===== config.mk =====
export PLATFORM = sky130hd
export DESIGN_NAME = input_capture_flat
export DESIGN_NICKNAME = d
export VERILOG_FILES = /design/src/rtl/input_capture_if.sv /design/src/rtl/input_capture.sv /design/src/flat_wrapper.sv
export SDC_FILE = /design/constraint.sdc
export NUM_CORES = 1
export LEC_CHECK = 0
export ABC_AREA = 1
export CORE_UTILIZATION = 57
export DETAILED_ROUTE_END_ITERATION = 8
export HOLD_SLACK_MARGIN = 0.06
export PLACE_DENSITY = 0.88
export SYNTH_ARGS = -nofsm -noshare
export SYNTH_HDL_FRONTEND = slang
export SYNTH_SLANG_ARGS = --single-unit

===== constraint.sdc =====
create_clock -name clk_in -period 2.6 [get_ports clk_in]
set_input_delay 0.52 -clock clk_in [delete_from_list [all_inputs] [get_ports clk_in]]
set_output_delay 0.52 -clock clk_in [all_outputs]
set_load 0.02 [all_outputs]

===== src/rtl/input_capture_if.sv =====
// CPU port-I/O bus to the input-capture peripheral: address/data strobes out,
// registered read data and the interrupt line back.
interface input_capture_if;
  logic [7:0] address;
  logic [7:0] data_in;
  logic       wen;
  logic       ren;
  logic [7:0] data_out;
  logic       cap_interrupt;

  modport master (output address, data_in, wen, ren, input data_out, cap_interrupt);
  modport slave  (input address, data_in, wen, ren, output data_out, cap_interrupt);
endinterface


===== src/rtl/input_capture.sv =====
// Input-capture unit: measures prescaled time between qualifying edges on cap_in.
// Optional CAP_NOISE_FILTER_EN requires 3 stable synchronized samples before an edge counts.
module input_capture #(
  parameter logic [7:0] ADDR_CTRL = 8'h00,
  parameter logic [7:0] ADDR_PS   = 8'h01,
  parameter logic [7:0] ADDR_CAPL = 8'h02,
  parameter logic [7:0] ADDR_CAPH = 8'h03
) (
  input  logic           clk_in,
  input  logic           rst,
  input  logic           cap_in,
  input_capture_if.slave bus
);
  typedef enum logic [1:0] {ST_IDLE = 2'd0, ST_WAIT = 2'd1, ST_MEAS = 2'd2} state_t;
  state_t state_q, state_d;

  logic        sync1_q, sync2_q, level_q, level_d, pulse_q, pulse_d;
  logic        stable, rise, fall;
  logic        int_cap_q, int_cap_d, arm_q, arm_d, en_q, en_d, cont_q, cont_d;
  logic        ovf_q, ovf_d, ovr_q, ovr_d;
  logic [1:0]  edge_sel_q, edge_sel_d;
  logic [2:0]  ps_q, ps_d;
  logic [15:0] cap_q, cap_d, counter_q, counter_d, meas_val;
  logic [7:0]  shadow_q, shadow_d, dout_q, dout_d, ctrl_val;
  logic [6:0]  presc_q, presc_d, presc_mask;
  logic        tick, wr_ctrl, wr_ps, sel_ctrl, sel_ps, sel_capl, sel_caph;
  logic        hw_cap, hw_arm_clr, hw_ovf;

  always_ff @(posedge clk_in) begin
    if (rst) begin
      sync1_q <= 1'b0;
      sync2_q <= 1'b0;
      level_q <= 1'b0;
      pulse_q <= 1'b0;
    end else begin
      sync1_q <= cap_in;
      sync2_q <= sync1_q;
      level_q <= level_d;
      pulse_q <= pulse_d;
    end
  end

`ifdef CAP_NOISE_FILTER_EN
  logic hist0_q, hist1_q;

  always_ff @(posedge clk_in) begin
    if (rst) begin
      hist0_q <= 1'b0;
      hist1_q <= 1'b0;
    end else begin
      hist0_q <= sync2_q;
      hist1_q <= hist0_q;
    end
  end

  assign stable = (sync2_q == hist0_q) && (hist0_q == hist1_q);
`else
  assign stable = 1'b1;
`endif

  // level_q is the last accepted input level; an edge is a change of it
  always_comb begin
    rise    = stable & sync2_q & ~level_q;
    fall    = stable & ~sync2_q & level_q;
    level_d = stable ? sync2_q : level_q;
    case (edge_sel_q)
      2'b01:   pulse_d = fall;
      2'b10:   pulse_d = rise | fall;
      default: pulse_d = rise;
    endcase
  end

  assign presc_mask = ~(7'h7F << ps_q);
  assign tick       = (presc_q & presc_mask) == presc_mask;
  // Value the period counter holds after this cycle's tick, saturating at 16'hFFFF
  assign meas_val   = (counter_q == 16'hFFFF) ? counter_q : counter_q + {15'd0, tick};

  assign sel_ctrl = (bus.address == ADDR_CTRL);
  assign sel_ps   = (bus.address == ADDR_PS);
  assign sel_capl = (bus.address == ADDR_CAPL);
  assign sel_caph = (bus.address == ADDR_CAPH);
  assign wr_ctrl  = bus.wen & sel_ctrl;
  assign wr_ps    = bus.wen & sel_ps;
  assign ctrl_val = {ovr_q, ovf_q, edge_sel_q, cont_q, en_q, arm_q, int_cap_q};

  always_ff @(posedge clk_in) begin
    if (rst) state_q <= ST_IDLE;
    else     state_q <= state_d;
  end

  always_comb begin
    state_d    = state_q;
    counter_d  = counter_q;
    presc_d    = en_q ? presc_q + 7'd1 : presc_q;
    hw_cap     = 1'b0;
    hw_arm_clr = 1'b0;
    hw_ovf     = 1'b0;
    if (!(en_q && arm_q)) begin
      state_d   = ST_IDLE;
      counter_d = '0;
    end else begin
      case (state_q)
        ST_IDLE: begin
          state_d   = ST_WAIT;
          counter_d = '0;
        end
        ST_WAIT: begin
          counter_d = '0;
          if (pulse_q) begin
            presc_d = '0;
            state_d = ST_MEAS;
          end
        end
        ST_MEAS: begin
          counter_d = meas_val;
          hw_ovf    = (meas_val == 16'hFFFF);
          if (pulse_q) begin
            hw_cap    = 1'b1;
            presc_d   = '0;
            counter_d = '0;
            if (!cont_q) begin
              hw_arm_clr = 1'b1;
              state_d    = ST_IDLE;
            end
          end
        end
        default: begin
          state_d   = ST_IDLE;
          counter_d = '0;
        end
      endcase
    end
  end

  // Register file: hardware set/clear events override a simultaneous CPU write
  always_comb begin
    int_cap_d  = int_cap_q;
    arm_d      = arm_q;
    en_d       = en_q;
    cont_d     = cont_q;
    edge_sel_d = edge_sel_q;
    ovf_d      = ovf_q;
    ovr_d      = ovr_q;
    ps_d       = ps_q;
    cap_d      = cap_q;
    shadow_d   = shadow_q;
    dout_d     = dout_q;
    if (wr_ctrl) begin
      int_cap_d  = bus.data_in[0];
      arm_d      = bus.data_in[1];
      en_d       = bus.data_in[2];
      cont_d     = bus.data_in[3];
      edge_sel_d = bus.data_in[5:4];
      if (!bus.data_in[6]) ovf_d = 1'b0;
      if (!bus.data_in[7]) ovr_d = 1'b0;
    end
    if (hw_cap) begin
      int_cap_d = 1'b1;
      cap_d     = meas_val;
      if (int_cap_q) ovr_d = 1'b1;
    end
    if (hw_arm_clr) arm_d = 1'b0;
    if (hw_ovf)     ovf_d = 1'b1;
    if (wr_ps)      ps_d  = bus.data_in[2:0];
    if (bus.ren) begin
      if (sel_ctrl) begin
        dout_d = ctrl_val;
      end else if (sel_ps) begin
        dout_d = {5'd0, ps_q};
      end else if (sel_capl) begin
        dout_d   = cap_q[7:0];
        shadow_d = cap_q[15:8];
      end else if (sel_caph) begin
        dout_d = shadow_q;
      end
    end
  end

  always_ff @(posedge clk_in) begin
    if (rst) begin
      int_cap_q  <= 1'b0;
      arm_q      <= 1'b0;
      en_q       <= 1'b0;
      cont_q     <= 1'b0;
      edge_sel_q <= 2'b00;
      ovf_q      <= 1'b0;
      ovr_q      <= 1'b0;
      ps_q       <= 3'd0;
      cap_q      <= 16'd0;
      shadow_q   <= 8'd0;
      dout_q     <= 8'd0;
      counter_q  <= 16'd0;
      presc_q    <= 7'd0;
    end else begin
      int_cap_q  <= int_cap_d;
      arm_q      <= arm_d;
      en_q       <= en_d;
      cont_q     <= cont_d;
      edge_sel_q <= edge_sel_d;
      ovf_q      <= ovf_d;
      ovr_q      <= ovr_d;
      ps_q       <= ps_d;
      cap_q      <= cap_d;
      shadow_q   <= shadow_d;
      dout_q     <= dout_d;
      counter_q  <= counter_d;
      presc_q    <= presc_d;
    end
  end

  assign bus.data_out      = dout_q;
  assign bus.cap_interrupt = int_cap_q;
endmodule


===== src/flat_wrapper.sv =====
// flat-port wrapper written by rule: the top's interface ports become plain ports
module input_capture_flat 
#(
  parameter logic [7:0] ADDR_CTRL = 8'h00,
  parameter logic [7:0] ADDR_PS   = 8'h01,
  parameter logic [7:0] ADDR_CAPL = 8'h02,
  parameter logic [7:0] ADDR_CAPH = 8'h03
)
  (clk_in, rst, cap_in, bus_address, bus_data_in, bus_wen, bus_ren, bus_data_out, bus_cap_interrupt);
  input_capture_if bus_i ();
  input  logic clk_in;
  input  logic rst;
  input  logic cap_in;
  input wire logic [$bits(bus_i.address)-1:0] bus_address;
  input wire logic [$bits(bus_i.data_in)-1:0] bus_data_in;
  input wire logic [$bits(bus_i.wen)-1:0] bus_wen;
  input wire logic [$bits(bus_i.ren)-1:0] bus_ren;
  output wire logic [$bits(bus_i.data_out)-1:0] bus_data_out;
  output wire logic [$bits(bus_i.cap_interrupt)-1:0] bus_cap_interrupt;
  assign bus_i.address = bus_address;
  assign bus_i.data_in = bus_data_in;
  assign bus_i.wen = bus_wen;
  assign bus_i.ren = bus_ren;
  assign bus_data_out = bus_i.data_out;
  assign bus_cap_interrupt = bus_i.cap_interrupt;
  input_capture #(.ADDR_CTRL(ADDR_CTRL), .ADDR_PS(ADDR_PS), .ADDR_CAPL(ADDR_CAPL), .ADDR_CAPH(ADDR_CAPH)) u_core (.clk_in(clk_in), .rst(rst), .cap_in(cap_in), .bus(bus_i));
endmodule

==> metrics.txt <==
Synth cell types 38; Slew HR 54.5%; Largest delay share family, worst path simple AND/OR/NAND/NOR gates; Synth Area in Compound Gates 19.2%; global-route usage over all layers 27.6%; CTS Buf Count 9; most instantiated cells after synthesis 75 x nand2_1, 72 x dfxtp_1, 66 x inv_1; clock sink count 72; area leader, netlist dfxtp_1; Synth Warn # 0; GR Overflow Total 0; Critical Path Start u_core.ps_q[2]$_SDFFE_PP0P_; clock slew at reported path FFs 0.08 ns; Root Buffer clkbuf_8; die height 80.4 µm; Cells after Synth 482; global-route wire length before repair 13500 µm; layout cell share with drive strength beyond 1 9.73%; most common flop cell mapped by yosys dfxtp_1; crit path max fanout 5; hold crit path type reg -> reg; Core Region 5920 µm²; FF-to-FF End u_core.ovf_q$_SDFFE_PP0P_; Nets 552; number of synthesized register bits 72; clock tree buffer depth 2; CP cell instances a21boi_1, o221ai_1, a221oi_2, ha_2, ha_1, nand3_1, nor2_2, nand3_1, nand2_1, nand2_1, nand2_1, nand2_1, nor2_1, nand3_1, a21oi_1; largest net degree at the start of global routing 29; CTS tree done; Slew @ Worst Pin 0.680 ns; max-cap check violation count 0; RSZ-0062 raised after global routing no; xor and xnor fraction of the mapped netlist area 2.25%; R2R setup slack 0.19 ns; WS Path Type reg -> reg; count of buffer and inverter cells on the critical path 0; CTS H-Tree Depth 3; initial antenna violation count 0; P_leak 1.67 nW; crit path launch type register; final setup vio count 0; met1 usage 33.4%; EDFF count, synth 0; Synth-to-Final Area Change 18.2%; Filler Cell Count 449; post-synthesis mux area share 0%; Final ANT Viol Nets 0; number of diodes 0; clk_lat worst skew 0.36 ns; final non-filler cell total 599; Clock Skews 0.0144 ns; Iteration-0 DRC Markers 241; syn nets 515; drt first pass iters 5; Slew Viols, Final 0; Hold Violations, Final 0; I/O pin total 30; Top Usage Layer GRT met2; chip width 80.4 µm; Setup TNS 0 ns; Post-CTS Resized 0; CTS Hold Bufs 0; status finished, final reports clean; Synth Area in Adders 4.29%; most frequent CP cell nand2_1; Via Count 3273; Min Clock Period, post-route 2.41 ns; dpl ws 0.0789 ns; PortBufs 29; hold endpoint u_core.level_d$_SDFF_PP0_; vias in the first global route 3061; top-area cell type share of the netlist area 41.2%; wire per inst 14.2 µm; period utilisation layout 92.6%; cell area power density 533 nW/µm²; postcts setup bufs 0; mapped cell area 3500 µm²; top cells by area, synth dfxtp_1 41%, nand2_1 8.0%, a21oi_1 7.7%, inv_1 7.1%, nor2_1 6.2%; HP Start u_core.sync1_q$_SDFF_PP0_; register area share after synthesis 41.2%; Routability Congestion 0.942; vias per cell 5.46; met2 Use GR 45.3%; share of flip-flops with an asynchronous set or reset 0%; final WL 8490 µm; R2R depth 15; M3 GR Usage 5.34%; CP endpoint kind register; DRC violations left 0; largest family of logic cells by synthesized area simple AND/OR/NAND/NOR gates; Hold Path Depth 2; CP required 2.89 ns; worst ir drop on vdd 0.000413 V; CP max stage delay 0.37 ns; PnR Total Power 2.20 mW; DIE AREA 6460 µm²; Critical Path AT 2.70 ns; Placed Instances 583; syn_area_per_cell 7.26 µm²; FP Rows 28; Synth Area in Simple Gates 24.0%; Final HPWL DP 6280 µm; worst setup margin 0.192 ns; FMAX 0.415 GHz; most instantiated library cell after synthesis nand2_1; worst r2r src u_core.ps_q[2]$_SDFFE_PP0P_; Initial Utilization 59.1%; Crit-path slowest cell dfxtp_1
==> area by class of cell <==
cell class	instances	area (µm²)	share of cell area, %
clock inverter	6	92.6	2.24
timing repair buffer	38	358	8.65
sequential	72	1440	34.9
multi-input combinational	330	1750	42.4
clock buffer	10	138	3.33
inverter	68	258	6.23
tap	75	93.8	2.27
==> cell usage in the layout (no fill, tap or decap), types with 2 or more instances in the layout <==
cell	netlist	final
nor2_4	2	2
a211oi_1	3	3
xnor2_1	5	5
o21ai_1	2	2
clkbuf_8	0	10
clkinvlp_4	0	2
xor2_1	4	4
a31oi_1	2	2
bufinv_16	0	2
ha_1	12	11
and2_1	2	2
buf_4	0	9
clkdlybuf4s50_1	0	29
or2_2	3	3
nand3_1	23	23
nand2_1	75	75
o21bai_1	4	4
nand4_1	6	6
nand2_2	4	4
nor2_1	58	57
dfxtp_1	72	71
inv_1	66	66
a21oi_1	54	54
a22oi_1	2	2
o211ai_1	8	8
o21ai_0	42	42
nor3_1	3	3
nor2_2	6	7
clkinv_4	0	2
==> registers in the layout, indices dropped and copies added (netlist names), 2 cells and up <==
signal	cells
u_core.counter_q	16
u_core.cap_q	16
u_core.shadow_q	8
u_core.state_q	2
u_core.edge_sel_q	2
u_core.ps_q	3
u_core.bus.data_out	8
u_core.presc_q	7
==> worst min-delay path, cell delays in order (launching register included) <==
cell	delay (ns)
dfxtp_1	0.30
inv_1	0.04
nor2_1	0.03
==> metrics by stage <==
stage | hold WS, ns | utilization (%) | instance area, µm²
after floorplan | 0.388 | - | 3500
after global routing | 0.431 | 69.9 | 4140
after global placement | 0.390 | 65.8 | 3890
final | 0.403 | 69.9 | 4140
after detailed placement | 0.394 | 65.8 | 3890
after CTS | 0.404 | 69.7 | 4120
==> per-layer routing <==
layer,routed length [µm],vias up
met3,454,27
met1,3730,1481
met2,4030,110
li1,-,1655
met4,274,0
met5,0,-
==> report_power, final <==
part           internal (mW)  total [mW]  leakage [nW]  switching [mW]
clock network          0.569        1.02         0.109           0.448
logic                 0.0396      0.0775         0.982          0.0379
registers               1.11        1.11         0.581         0.00225
==> logic make-up after synthesis <==
logic type,count (synthesis)
and+or+nand+nor,187
AOI/OAI and AO/OA,122
buffers and inverters,80
DFF,72
adders and majority gates,12
xor gates and xnor gates,9
==> worst max path at each step <==
stage                                      to  cells past startpoint  slack, ns
finish              u_core.ovf_q$_SDFFE_PP0P_                     15       0.19
global route        u_core.ovf_q$_SDFFE_PP0P_                     15       0.01
CTS                 u_core.ovf_q$_SDFFE_PP0P_                     15       0.01
detailed placement  u_core.ovf_q$_SDFFE_PP0P_                     15       0.08
global placement    u_core.ovf_q$_SDFFE_PP0P_                     15       0.28
floorplan           u_core.ovf_q$_SDFFE_PP0P_                     15       0.42
No activity file was read; power rests on OpenSTA's default activity.
